===== src/rtl/glitch_sequencer.sv =====
// glitch_sequencer
//
// Generates a programmable burst of glitch pulses on the select input of an
// external clock mux. The burst starts a fixed delay after a rising edge on the
// data-valid trigger. It consists of R pulses, each W cycles long, with G-cycle
// gaps between them. While a pulse is active the mux select carries the
// configured source code. At all other times it is 0, which selects the clean
// clock.
//
// Ports
//   clk_in1        system clock, rising edge
//   rst            synchronous active-high reset
//   cfg_valid      config write strobe, accepted only while idle
//   cfg_ready      high while idle, so a config write is taken this cycle
//   cfg_delay      trigger-to-first-pulse delay D (0 is legal)
//   cfg_width      pulse width W (0 is treated as 1)
//   cfg_gap        gap G between pulses (0 is treated as 1)
//   cfg_repeat     pulse count R (0 is treated as 1)
//   cfg_sel        mux code driven during pulses
//   arm            single-cycle arm request
//   abort          cancels a running sequence; takes effect at the next edge
//   trig           trigger level; a rising edge starts an armed sequence
//   glitch_sel     mux select, 0 outside pulses
//   glitch_active  glitch_sel != 0
//   busy           sequencer not idle
//   done           one-cycle pulse when the burst completes
//   pulse_cnt      pulses issued in the current or last sequence
//   overrun        sticky: a trigger edge arrived while sequencing
//   missed_cnt     saturating count of trigger edges that were ignored

module glitch_sequencer #(
  parameter int SEL_W = 2,
  parameter int DLY_W = 16,
  parameter int WID_W = 8,
  parameter int GAP_W = 8,
  parameter int REP_W = 4,
  parameter int OVR_W = 8
) (
  input  logic             clk_in1,
  input  logic             rst,
  input  logic             cfg_valid,
  output logic             cfg_ready,
  input  logic [DLY_W-1:0] cfg_delay,
  input  logic [WID_W-1:0] cfg_width,
  input  logic [GAP_W-1:0] cfg_gap,
  input  logic [REP_W-1:0] cfg_repeat,
  input  logic [SEL_W-1:0] cfg_sel,
  input  logic             arm,
  input  logic             abort,
  input  logic             trig,
  output logic [SEL_W-1:0] glitch_sel,
  output logic             glitch_active,
  output logic             busy,
  output logic             done,
  output logic [REP_W-1:0] pulse_cnt,
  output logic             overrun,
  output logic [OVR_W-1:0] missed_cnt
);

  // One down-counter serves the delay, width and gap phases.
  localparam int CW1   = (DLY_W > WID_W) ? DLY_W : WID_W;
  localparam int CNT_W = (CW1 > GAP_W) ? CW1 : GAP_W;

  typedef enum logic [2:0] {
    IDLE,
    ARMED,
    DELAY,
    PULSE,
    GAP,
    DONE
  } state_t;

  state_t             state_q, state_d;
  logic [CNT_W-1:0]   cnt_q, cnt_d;
  logic               trig_q;

  logic [DLY_W-1:0]   cfg_delay_q, cfg_delay_d;
  logic [WID_W-1:0]   cfg_width_q, cfg_width_d;
  logic [GAP_W-1:0]   cfg_gap_q, cfg_gap_d;
  logic [REP_W-1:0]   cfg_repeat_q, cfg_repeat_d;
  logic [SEL_W-1:0]   cfg_sel_q, cfg_sel_d;

  logic [SEL_W-1:0]   glitch_sel_q, glitch_sel_d;
  logic               glitch_active_q, glitch_active_d;
  logic               busy_q, busy_d;
  logic               done_q, done_d;
  logic [REP_W-1:0]   pulse_cnt_q, pulse_cnt_d;
  logic               overrun_q, overrun_d;
  logic [OVR_W-1:0]   missed_q, missed_d;

  logic               trig_edge;
  logic               sequencing;
  logic [CNT_W-1:0]   w_load;
  logic [CNT_W-1:0]   g_load;
  logic [REP_W-1:0]   r_eff;
  logic [REP_W-1:0]   pulse_inc;

  assign trig_edge  = trig & ~trig_q;
  assign sequencing = (state_q == DELAY) || (state_q == PULSE) ||
                      (state_q == GAP)   || (state_q == DONE);

  // The counter is loaded with the phase length minus one. A zero field behaves
  // like 1, so its load value is also 0.
  assign w_load    = (cfg_width_q == '0) ? '0 : CNT_W'(cfg_width_q) - CNT_W'(1);
  assign g_load    = (cfg_gap_q == '0)   ? '0 : CNT_W'(cfg_gap_q) - CNT_W'(1);
  assign r_eff     = (cfg_repeat_q == '0) ? REP_W'(1) : cfg_repeat_q;
  assign pulse_inc = pulse_cnt_q + REP_W'(1);

  assign cfg_ready = (state_q == IDLE);

  always_comb begin
    state_d      = state_q;
    cnt_d        = cnt_q;
    pulse_cnt_d  = pulse_cnt_q;
    overrun_d    = overrun_q;
    missed_d     = missed_q;
    cfg_delay_d  = cfg_delay_q;
    cfg_width_d  = cfg_width_q;
    cfg_gap_d    = cfg_gap_q;
    cfg_repeat_d = cfg_repeat_q;
    cfg_sel_d    = cfg_sel_q;

    if ((state_q == IDLE) && cfg_valid) begin
      cfg_delay_d  = cfg_delay;
      cfg_width_d  = cfg_width;
      cfg_gap_d    = cfg_gap;
      cfg_repeat_d = cfg_repeat;
      cfg_sel_d    = cfg_sel;
    end

    if (trig_edge && sequencing) begin
      overrun_d = 1'b1;
      if (missed_q != '1) begin
        missed_d = missed_q + OVR_W'(1);
      end
    end

    unique case (state_q)
      IDLE: begin
        if (arm) begin
          state_d     = ARMED;
          pulse_cnt_d = '0;
          overrun_d   = 1'b0;
          missed_d    = '0;
        end
      end
      ARMED: begin
        if (trig_edge) begin
          state_d = DELAY;
          cnt_d   = CNT_W'(cfg_delay_q);
        end
      end
      DELAY: begin
        if (cnt_q == '0) begin
          state_d = PULSE;
          cnt_d   = w_load;
        end else begin
          cnt_d = cnt_q - CNT_W'(1);
        end
      end
      PULSE: begin
        if (cnt_q == '0) begin
          pulse_cnt_d = pulse_inc;
          if (pulse_inc == r_eff) begin
            state_d = DONE;
          end else begin
            state_d = GAP;
            cnt_d   = g_load;
          end
        end else begin
          cnt_d = cnt_q - CNT_W'(1);
        end
      end
      GAP: begin
        if (cnt_q == '0) begin
          state_d = PULSE;
          cnt_d   = w_load;
        end else begin
          cnt_d = cnt_q - CNT_W'(1);
        end
      end
      DONE: begin
        state_d = IDLE;
      end
      default: begin
        state_d = IDLE;
      end
    endcase

    // Abort overrides every transition. pulse_cnt keeps the count of pulses
    // that completed before the abort.
    if (abort && (state_q != IDLE)) begin
      state_d     = IDLE;
      pulse_cnt_d = pulse_cnt_q;
    end
  end

  // The registered outputs are derived from the next state, so they change on
  // the same edge as the state transition.
  always_comb begin
    glitch_sel_d    = (state_d == PULSE) ? cfg_sel_q : '0;
    glitch_active_d = (glitch_sel_d != '0);
    busy_d          = (state_d != IDLE);
    done_d          = (state_d == DONE);
  end

  always_ff @(posedge clk_in1) begin
    if (rst) begin
      state_q         <= IDLE;
      cnt_q           <= '0;
      trig_q          <= 1'b0;
      cfg_delay_q     <= '0;
      cfg_width_q     <= '0;
      cfg_gap_q       <= '0;
      cfg_repeat_q    <= '0;
      cfg_sel_q       <= '0;
      glitch_sel_q    <= '0;
      glitch_active_q <= 1'b0;
      busy_q          <= 1'b0;
      done_q          <= 1'b0;
      pulse_cnt_q     <= '0;
      overrun_q       <= 1'b0;
      missed_q        <= '0;
    end else begin
      state_q         <= state_d;
      cnt_q           <= cnt_d;
      trig_q          <= trig;
      cfg_delay_q     <= cfg_delay_d;
      cfg_width_q     <= cfg_width_d;
      cfg_gap_q       <= cfg_gap_d;
      cfg_repeat_q    <= cfg_repeat_d;
      cfg_sel_q       <= cfg_sel_d;
      glitch_sel_q    <= glitch_sel_d;
      glitch_active_q <= glitch_active_d;
      busy_q          <= busy_d;
      done_q          <= done_d;
      pulse_cnt_q     <= pulse_cnt_d;
      overrun_q       <= overrun_d;
      missed_q        <= missed_d;
    end
  end

  assign glitch_sel    = glitch_sel_q;
  assign glitch_active = glitch_active_q;
  assign busy          = busy_q;
  assign done          = done_q;
  assign pulse_cnt     = pulse_cnt_q;
  assign overrun       = overrun_q;
  assign missed_cnt    = missed_q;

endmodule


===== config.mk =====
export PLATFORM = sky130hd
export DESIGN_NAME = glitch_sequencer
export DESIGN_NICKNAME = d
export VERILOG_FILES = /design/src/rtl/glitch_sequencer.sv
export SDC_FILE = /design/constraint.sdc
export NUM_CORES = 1
export LEC_CHECK = 0
export BUFFER_PORTS_ARGS = -buffer_cell sky130_fd_sc_hd__buf_2
export CAP_MARGIN = 5
export CORE_UTILIZATION = 57
export CTS_CLUSTER_SIZE = 24
export DETAILED_ROUTE_END_ITERATION = 10
export PLACE_DENSITY_LB_ADDON = 0.05
export SYNTH_ARGS = -nofsm -noshare
export SYNTH_HDL_FRONTEND = slang
export SYNTH_SLANG_ARGS = --single-unit

===== constraint.sdc =====
create_clock -name clk_in1 -period 2.6 [get_ports clk_in1]
set_input_delay 0.26 -clock clk_in1 [delete_from_list [all_inputs] [get_ports clk_in1]]
set_output_delay 0.26 -clock clk_in1 [all_outputs]
set_load 0.01 [all_outputs]

==> flow_summary_export.csv <==
group,metric,value,unit
sta,max_slew.worst_pin.slew,0.5760,ns
final_layout,diodes,0,
setup_path,end_kind,"flop",
final_layout,nFillCells,630,
route,postRouteAntennaNets,0,
clock_network,ctsHoldBuffers,0,
sta,finalSetupViolations,0,
global_routing,gr-total-overflow,0,
setup_path,crit_family,"simple AND/OR/NAND/NOR gates",
setup_path,critPathKind,"flop to flop",
flow_run,maxCapViolCount,0,
power,powerDensity,716.4,mW/mm2
clock_network,cts_sinks,76,
route,met2_length,4.241,mm
route,wl_per_cell,14.51,um
power,power.leakage,1.791,nW
final_layout,finish.utilization,0.6696,
sta,finalSetupTns,0,ns
power,irDropWorstVdd,329.3,uV
clock_network,cts_tree,"done",
sta,fin_ws,0.3684,ns
floorplan,die_y,85.39,um
clock_network,cts_buffer_depth,2,
setup_path,r2r_start,"cnt_q[0]$_SDFFE_PP0P_",
synthesis,synth_largest_area_cell,"dfxtp_1",
route,wl_met3,443,um
setup_path,crit_required,2.83,ns
synthesis,synth_top_area_frac,0.3838,
floorplan,dieArea,0.007291,mm2
placed_design,port_buffers,62,
synthesis,synth_area,0.003964,mm2
setup_path,cp_slowest_cell,"nor4_2",
placed_design,gp_congestion,0.9253,
clock_network,cts-htree-levels,3,
route,vias,3738,
global_routing,grt_pass1_vias,3371,
route,wl_met1,4.429,mm
global_routing,grt_pass1_wl,15.77,mm
sta,slew_headroom,0.6131,
sta,finClkSkew,0.01097,ns
sta,finalHoldViolCount,0,
worst_hold_path,min-delay-start,"cfg_width[3]",
setup_path,critPathLaunchType,"flop",
sta,post-route-min-period,2.232,ns
clock_network,cts_made_buffers,9,
final_layout,design_area,0.004524,mm2
setup_path,r2r_cells,8,
route,vias_per_cell,5.813,
sta,grt_setup_unrepaired,"false",
synthesis,synth_warnings,0,
route,drtPass1Iterations,4,
synthesis,seq_area_frac_synth,0.3838,
sta,slew_viol_final,0,
setup_path,timing.critical_path.buf_inv,1,
synthesis,ys_seq_elements,76,
placed_design,post-place-ws,0.3986,ns
final_layout,finalNetCount,609,
clock_network,ctsResizeCount,0,
clock_network,clkSlewWorstSetupHoldPaths,0.08,ns
floorplan,design.core.area,0.006756,mm2
floorplan,rows,30,
final_layout,area_growth_syn_to_layout,14.14,%
route,dr.first_iter.drc_count,270,
worst_hold_path,holdPathEnd,"cfg_width_q[3]$_SDFFE_PP0P_",
setup_path,cp.arrival,2.46,ns
synthesis,ys_async_sr_fraction,0,
synthesis,synthCells,504,
floorplan,ios,63,
global_routing,antenna_found_initial,0,
synthesis,ys.flop_type,"dfxtp_1",
setup_path,critical_path_peak_fanout,6,
clock_network,cts_root_buffer,"clkbuf_8",
placed_design,post-dp-hpwl,6.711,mm
floorplan,die_w,85.39,um
setup_path,regToRegSetupSlack,0.37,ns
sta,min_period_over_period,0.8583,
route,drc_errors,0,
global_routing,track_usage,0.2704,
sta,fmax,448.1,MHz
clock_network,post-cts-setup-buffers,0,
synthesis,synth.top_cells.by_area,"dfxtp_1 (38%), nand2_1 (9.7%), a21oi_1 (8.0%)",
setup_path,cpPeakStageDelay,0.48,ns
clock_network,clock_latency,0.36,ns
route,wl,9.327,mm
placed_design,dpl_cell_area,0.004314,mm2
floorplan,start_util,0.5867,
setup_path,crit_chain,"inv_1, ha_1, nor4b_4, and4_1, xnor2_1, nor2_1, nor4_2, a21oi_1",
worst_hold_path,holdPathStages,3,
final_layout,drive_above_1_share,0.1812,
global_routing,grt_max_degree,47,
setup_path,timing.rr.end,"busy$_SDFF_PP0_",
synthesis,syn-num-nets,555,
worst_hold_path,hold_path_class,"input pin to flop",
synthesis,syn_area_per_cell,7.865,um2
synthesis,synth_edf_count,0,
run_status,status,"finished clean",
route,top_layer,"met4",
synthesis,synth.distinct_cells,61,
worst register-to-register path, stage by stage (launching register included):
cell and delay [ns]:
dfxtp_1 0.35, inv_1 0.11, ha_1 0.15, nor4b_4 0.28, and4_1 0.40, xnor2_1 0.16, nor2_1 0.07, nor4_2 0.48
a21oi_1 0.12
where the power goes:
| part | switching, W | internal [W] | total [W] | leakage (nW) |
|---|---|---|---|---|
| registers | 0.000108 | 0.00125 | 0.00136 | 0.620 |
| clock network | 0.000452 | 0.000497 | 0.000950 | 0.102 |
| logic | 0.000563 | 0.000368 | 0.000931 | 1.07 |
layout by cell type, fill, tap and decap left out, drive strengths merged, types with 3 or more instances in the layout:
cell type	count
nand2	102
dfxtp	76
buf	71
a21oi	64
nor2	41
o21ai	22
xnor2	14
nand3	14
inv	13
nor4	12
nor3	11
clkbuf	11
a211oi	8
ha	7
xor2	6
nor3b	6
o31ai	6
or3	5
o41ai	5
a311oi	4
nand3b	4
mux2i	4
o22ai	4
nor4b	4
or4	4
nor2b	3
a22oi	3
a21o	3
o211ai	3
a221oi	3
synthesized netlist by cell type, drive strengths merged (2+ instances only):
library cell / instances
nand4: 2
o22ai: 4
o21ai: 22
ha: 7
and2: 2
xnor2: 14
nor3b: 6
a211oi: 8
nor2b: 3
and3b: 2
nand3: 14
a221oi: 3
or3: 5
or3b: 2
mux2i: 4
o41ai: 5
o31ai: 6
nor4b: 4
a21oi: 64
a22oi: 3
buf: 11
a311oi: 4
or4: 4
o211ai: 3
xor2: 6
nand3b: 4
o21bai: 2
dfxtp: 76
inv: 12
nor2: 41
a21o: 3
nor3: 11
clkbuf: 17
nor4: 12
o21a: 2
nand2: 102
flip-flops by register name, summed over array words and instances, names as in the netlist:
name           cells
glitch_active      1
done               1
trig_q             1
glitch_sel         2
cfg_delay_q       16
cfg_width_q        8
pulse_cnt          4
missed_cnt         8
busy               1
cfg_sel_q          2
cnt_q             16
cfg_repeat_q       4
state_q            3
cfg_gap_q          8
overrun            1
routing by layer:
layer,GRT usage,vias to the layer above
met5,0,-
met4,0.1182,0
met3,0.05934,18
met2,0.4296,106
met1,0.3543,1704
li1,-,1910
metrics by stage:
stage,instances,hold WS (ns),total power [W]
global route,643,0.1254,0.003423
CTS,643,0.1212,0.003244
detailed placement,627,0.4508,0.002300
finish,643,0.1283,0.003241
floorplan,504,0.3882,0.002073
global placement,627,0.4473,0.002295
area by class of cell:
| cell class | instances | area [um2] | area share |
|---|---|---|---|
| Multi-Input combinational cell | 388 | 2270 | 0.5017 |
| Sequential cell | 76 | 1521 | 0.3363 |
| Timing Repair Buffer | 71 | 377.9 | 0.08352 |
| Clock buffer | 11 | 151.4 | 0.03346 |
| Tap cell | 80 | 100.1 | 0.02212 |
| Clock inverter | 5 | 58.81 | 0.01300 |
| Inverter | 12 | 45.04 | 0.009956 |
how the worst max path moves through the flow:
stage                           startpoint                    end  slack [ns]  cells after the start
2_1_floorplan  cfg_width_q[0]$_SDFFE_PP0P_  cnt_q[3]$_SDFFE_PP0P_        0.60                      7
3_3_place_gp   cfg_width_q[0]$_SDFFE_PP0P_  cnt_q[2]$_SDFFE_PP0P_        0.43                      7
3_5_place_dp   cfg_width_q[0]$_SDFFE_PP0P_  cnt_q[2]$_SDFFE_PP0P_        0.40                      7
4_1_cts              cnt_q[0]$_SDFFE_PP0P_        busy$_SDFF_PP0_        0.40                      8
5_1_grt              cnt_q[0]$_SDFFE_PP0P_        busy$_SDFF_PP0_        0.12                      8
6_report             cnt_q[0]$_SDFFE_PP0P_        busy$_SDFF_PP0_        0.37                      8
cells by family after synthesis:
logic type / Yosys count / share of synthesized area
flip-flops: 76 / 0.3838
buffers and inverters: 40 / 0.04356
XOR/XNOR: 20 / 0.04419
AO/OA/AOI/OAI: 138 / 0.2219
multiplexers: 4 / 0.01010
adder cells (fa/ha/maj): 7 / 0.02209
AND/OR/NAND/NOR: 219 / 0.2743
Power figures use the tool's default switching activity.
